<file path="config.mk">
export PLATFORM = sky130hd
export DESIGN_NAME = lane_ram
export DESIGN_NICKNAME = d
export VERILOG_FILES = /design/src/rtl/lane_ram.sv
export SDC_FILE = /design/constraint.sdc
export NUM_CORES = 2
export LEC_CHECK = 0
export CAP_MARGIN = 10
export CORE_MARGIN = 3
export CORE_UTILIZATION = 55
export CTS_CLUSTER_SIZE = 40
export DETAILED_ROUTE_END_ITERATION = 6
export PLACE_DENSITY = 0.71
export SLEW_MARGIN = 0
export SYNTH_ARGS = -nofsm -noshare
export SYNTH_HDL_FRONTEND = slang
export SYNTH_SLANG_ARGS = --single-unit
</file>
<file path="constraint.sdc">
create_clock -name clk -period 7.3 [get_ports clk]
set_clock_uncertainty 0.2 [all_clocks]
set_input_delay 1.095 -clock clk [delete_from_list [all_inputs] [get_ports clk]]
set_output_delay 1.095 -clock clk [all_outputs]
set_load 0.01 [all_outputs]
</file>
<file path="src/rtl/lane_ram.sv">
// lane_ram: byte-lane RAM with per-lane chip select / write enable, a common
// read enable, registered read data and a power-on clear sequence that zeroes
// every word before the array accepts traffic.
// Optional per-lane even parity is enabled by defining LANE_RAM_PARITY_EN.
//
// state    | meaning
// ---------+-----------------------------------------------------------
// ST_CLEAR | zeroing the array, one word per cycle; busy=1, ports ignored
// ST_IDLE  | normal lane-wise read/write service; busy=0
module lane_ram #(
  parameter int LANES  = 2,
  parameter int LANE_W = 8,
  parameter int ADDR_W = 8
) (
  input  logic                      clk,
  input  logic                      rst_n,
  input  logic [ADDR_W-1:0]         a,
  input  logic [LANES-1:0]          cs,
  input  logic [LANES-1:0]          we,
  input  logic                      oe,
  input  logic [LANES*LANE_W-1:0]   wdata,
  output logic [LANES*LANE_W-1:0]   rdata,
  output logic                      rvalid,
  output logic                      busy,
  output logic                      perr
);

  localparam int DEPTH = 2**ADDR_W;

  localparam logic [0:0] ST_CLEAR = 1'b0;
  localparam logic [0:0] ST_IDLE  = 1'b1;

  logic [0:0]              state;
  logic [ADDR_W-1:0]       clr_cnt;
  logic [LANES-1:0]        wr_lane;
  logic [LANES-1:0]        rd_lane;
  logic [ADDR_W-1:0]       mem_addr;
  logic [LANES*LANE_W-1:0] mem_wdata;
  logic [LANES*LANE_W-1:0] rd_word;

  logic [LANE_W-1:0] mem [LANES][DEPTH];

  assign busy = (state == ST_CLEAR);

  // Per-lane access decode; CLEAR forces a zero write to every lane at the counter address.
  always_comb begin
    wr_lane   = '0;
    rd_lane   = '0;
    mem_addr  = a;
    mem_wdata = wdata;
    if (state == ST_CLEAR) begin
      mem_addr  = clr_cnt;
      mem_wdata = '0;
      wr_lane   = rst_n ? {LANES{1'b1}} : '0;
    end else if (rst_n) begin
      for (int k = 0; k < LANES; k++) begin
        wr_lane[k] = cs[k] & we[k] & ~oe;
        rd_lane[k] = cs[k] & ~we[k] & oe;
      end
    end
  end

  // Read word assembly: selected lanes carry array data, unread lanes are zero.
  always_comb begin
    rd_word = '0;
    for (int k = 0; k < LANES; k++) begin
      if (rd_lane[k]) rd_word[k*LANE_W +: LANE_W] = mem[k][mem_addr];
    end
  end

  // Sequencer: CLEAR walks every address once; the counter wraps to 0 as it leaves.
  always_ff @(posedge clk) begin
    if (!rst_n) begin
      state   <= ST_CLEAR;
      clr_cnt <= '0;
    end else if (state == ST_CLEAR) begin
      clr_cnt <= clr_cnt + 1'b1;
      if (clr_cnt == {ADDR_W{1'b1}}) state <= ST_IDLE;
    end
  end

  // Array write port; the contents are never reset directly, only zeroed by CLEAR.
  always_ff @(posedge clk) begin
    for (int k = 0; k < LANES; k++) begin
      if (wr_lane[k]) mem[k][mem_addr] <= mem_wdata[k*LANE_W +: LANE_W];
    end
  end

  // Registered read data; rdata holds its last value when nothing is read.
  always_ff @(posedge clk) begin
    if (!rst_n) begin
      rdata  <= '0;
      rvalid <= 1'b0;
    end else begin
      rvalid <= |rd_lane;
      if (|rd_lane) rdata <= rd_word;
    end
  end

`ifdef LANE_RAM_PARITY_EN
  logic              par [LANES][DEPTH];
  logic [LANES-1:0]  rd_mis;

  // Parity check for each lane being read, against the bit stored with it.
  always_comb begin
    rd_mis = '0;
    for (int k = 0; k < LANES; k++) begin
      rd_mis[k] = rd_lane[k] & ((^mem[k][mem_addr]) != par[k][mem_addr]);
    end
  end

  // Parity store; CLEAR writes zero data with its matching zero parity.
  always_ff @(posedge clk) begin
    for (int k = 0; k < LANES; k++) begin
      if (wr_lane[k]) par[k][mem_addr] <= ^mem_wdata[k*LANE_W +: LANE_W];
    end
  end

  // Parity error pulse, aligned with rvalid.
  always_ff @(posedge clk) begin
    if (!rst_n) perr <= 1'b0;
    else        perr <= |rd_mis;
  end
`else
  assign perr = 1'b0;
`endif

endmodule

</file>
==> results.cfg <==
[routing]
routed_wl_um = 466000
drtIter0Drc = 15477
vias_per_cell = 6.46
routedWlPerCell_um = 30.0
via_count = 100401
ant_nets = 0
drc = 0
drt_first_pass_iters = 7

[final_layout]
syn_to_final_growth_pct = 11.5
final_core_util_pct = 61.8
instances_no_fill = 15551
drive_above_1_share_pct = 9.56
nets = 11324

[power_and_ir_drop]
leakagePower_nw = 55.9
ir_worst_vdd_mv = 0.250
powerDensity_nw_per_um2 = 272

[global_routing]
antenna_found_initial = 28
grt_pass1_vias = 96846
grt_start_max_net_pins = 205
gr-total-overflow = 0
track_usage_pct = 30.5
grt_pass1_wl_um = 672000

[synthesis]
postSynthAreaPerCell_um2 = 14.3
synth_cell_types = 55
synth_top_area_share_pct = 76.0
seq_area_frac_synth_pct = 76.3
ys_ff_latch = 4122
syn_area_um2 = 162000
synth.top_cells.by_area = edfxtp_1, nand2_1, nand3_1
synth_cells = 11315
synth_nets = 11347
yosysWarningCount = 0
synth_flop_cell = edfxtp_1
synth_edf_count = 4096
ys_async_sr_fraction_pct = 0
synth_top_area_cell = edfxtp_1

[clocking]
post-cts-setup-buffer-count = 0
clock-sinks = 4122
cts_resized = 0
clock_latency_ns = 0.97
cts_tree = yes
clk_pin_slew_ns = 0.06
clockBufferDepth = 4
postCtsHoldBufs = 0
cts_max_level = 5
cts_root_buf = clkbuf_16
numCtsBuffers = 401

[place]
io_buffer_count = 48
post-place-ws_ns = 0.707
hpwl_um = 271000
place_inst = 14787
gp_congestion = 0.878

[setup_path]
r2r_cells = 10
path_max_fanout = 54
endpoint_kind = flip-flop
cp_common_cell = buf_4
worst_ep_arrival_time_ns = 6.92
cp_cell_sequence = buf_4 > a21o_4 > buf_12 > buf_4 > mux4_2 > nor2_1 > nor4_1 > o22ai_1 > o41ai_1 > and4_1
max_stage_delay_ns = 1.03
rr_endpoint = rdata[0]
regToRegSetupSlack_ns = 1.07
crit_type = flip-flop to flip-flop
r2r_start = state
start_kind = flip-flop
cp.required_ns = 7.99
cp_slowest_cell = nor4_1

[sta]
hold_viol = 0
period_share_pct = 85.3
setup_violations = 0
post-route-min-period_ns = 6.23
slew_headroom_pct = 8.45
final_max_slew_viol_count = 0
setup_tns_ns = 0
rsz0062_at_grt = no
max_freq_mhz = 161
worstMarginPinSlew_ns = 1.37
layout_setup_ws_ns = 1.07

[floorplanning]
die_h_um = 548
die-area_um2 = 301000
ios = 50
core_um2 = 292000
die_x_um = 548
initial_utilization_pct = 55.4
row_count = 198

[job]
drv_cap = 0

[run_status]
outcome = complete, no violations

[worst_hold_path]
hold_class = flip-flop to flip-flop
hold_depth = 2
min_from = rdata[10]
min_to = rdata[10]
==> worst max-delay path by stage <==
stage	from	end	slack, ns	cells after the start
floorplan	state	mem[0][1005]	1.51	7
global placement	a[1]	rdata[10]	0.78	11
detailed placement	a[1]	rdata[13]	0.71	11
CTS	state	rdata[0]	1.23	10
global route	state	rdata[0]	0.98	10
finish	state	rdata[0]	1.07	10
==> state kept, by name, summed over array words and instances (netlist names) <==
register / count
rvalid: 1
state: 1
mem: 4096
clr_cnt: 8
rdata: 16
==> worst max-delay path: cells and delay by family, from the launching register on <==
| kind | cells | cell delay [ns] |
|---|---|---|
| AOI/OAI and AO/OA | 3 | 1.68 |
| buffers and inverters | 3 | 1.44 |
| DFF | 1 | 0.94 |
| muxes | 1 | 0.34 |
| and+or+nand+nor | 3 | 1.38 |
==> per-stage QoR <==
step	instance area, um2	total power, mW	hold slack [ns]
floorplan	162000	28.0	0.276
global placement	167000	28.9	0.293
detailed placement	167000	29.0	0.331
CTS	180000	49.1	0.339
global route	180000	50.2	0.373
finish	180000	49.1	0.350
==> cell usage in the layout, fill, tap and decap left out, types with 6 or more instances in the layout <==
cell,count
bufinv_16,32
o211ai_1,14
clkbuf_8,21
nor2_4,8
a21oi_1,562
inv_1,6
edfxtp_1,4096
mux4_2,156
clkinv_8,7
a22oi_1,32
clkbuf_1,94
and2_4,16
nand3_2,32
buf_4,232
clkinvlp_4,14
clkbuf_16,405
nand3_1,1096
clkdlybuf4s50_1,48
buf_12,60
and4_1,7
nor2b_1,6
nor4_1,115
clkinv_1,78
a32oi_1,260
clkinv_2,69
o41ai_1,72
nor2_1,606
dfxtp_1,25
o41a_1,8
and2_1,9
nand4_1,14
clkinv_16,10
diode_2,20
mux2i_1,389
nand2_1,2736
o21ai_0,32
o22ai_1,110
a41oi_1,65
==> report_power, final <==
group          internal [mW]  switching, mW  total (mW)
combinational          0.879           2.04        2.92
clock                   11.6           8.92        20.5
sequential              25.6        0.00645        25.6
total                   38.1           11.0        49.1
==> layer usage <==
metal  part of all wire, %  track usage [%]
met1                    35             40.7
met2                    46             46.9
met3                    12             6.73
met4                   6.3             17.4
met5                0.0077                0
==> synth_stat cells (7+ instances only) <==
cell type,n
a21oi_1,563
a22o_1,7
a22oi_1,34
a32oi_1,261
a41oi_1,65
and2_1,25
and4_1,7
buf_1,124
buf_2,291
buf_4,19
buf_6,11
clkbuf_1,324
dfxtp_1,26
edfxtp_1,4096
mux2i_1,389
mux4_2,156
nand2_1,2739
nand3_1,1128
nand4_1,14
nor2_1,615
nor4_1,116
o211ai_1,14
o21ai_0,32
o22ai_1,112
o41a_1,8
o41ai_1,75
==> logic make-up after synthesis <==
group | synth area share (%)
compound gates | 4.93
xor+xnor | 0.0271
fa+ha+maj | 0.00773
buf+inv | 2.12
flops | 76.3
mux | 4.60
other cells | 0.00232
simple gates | 12.0
==> layout make-up <==
cell class              instances  area [um2]
fillers                     20952      111000
flip-flops and latches       4122      124000
diodes                         20        50.0
well taps                    3900        4880
clock buffers                 520       10800
repair buffers                343        3470
multi-input cells            6418       35400
clock inverters               222        2260
inverters                       6        22.5
No activity file was read; power rests on OpenSTA's default activity.
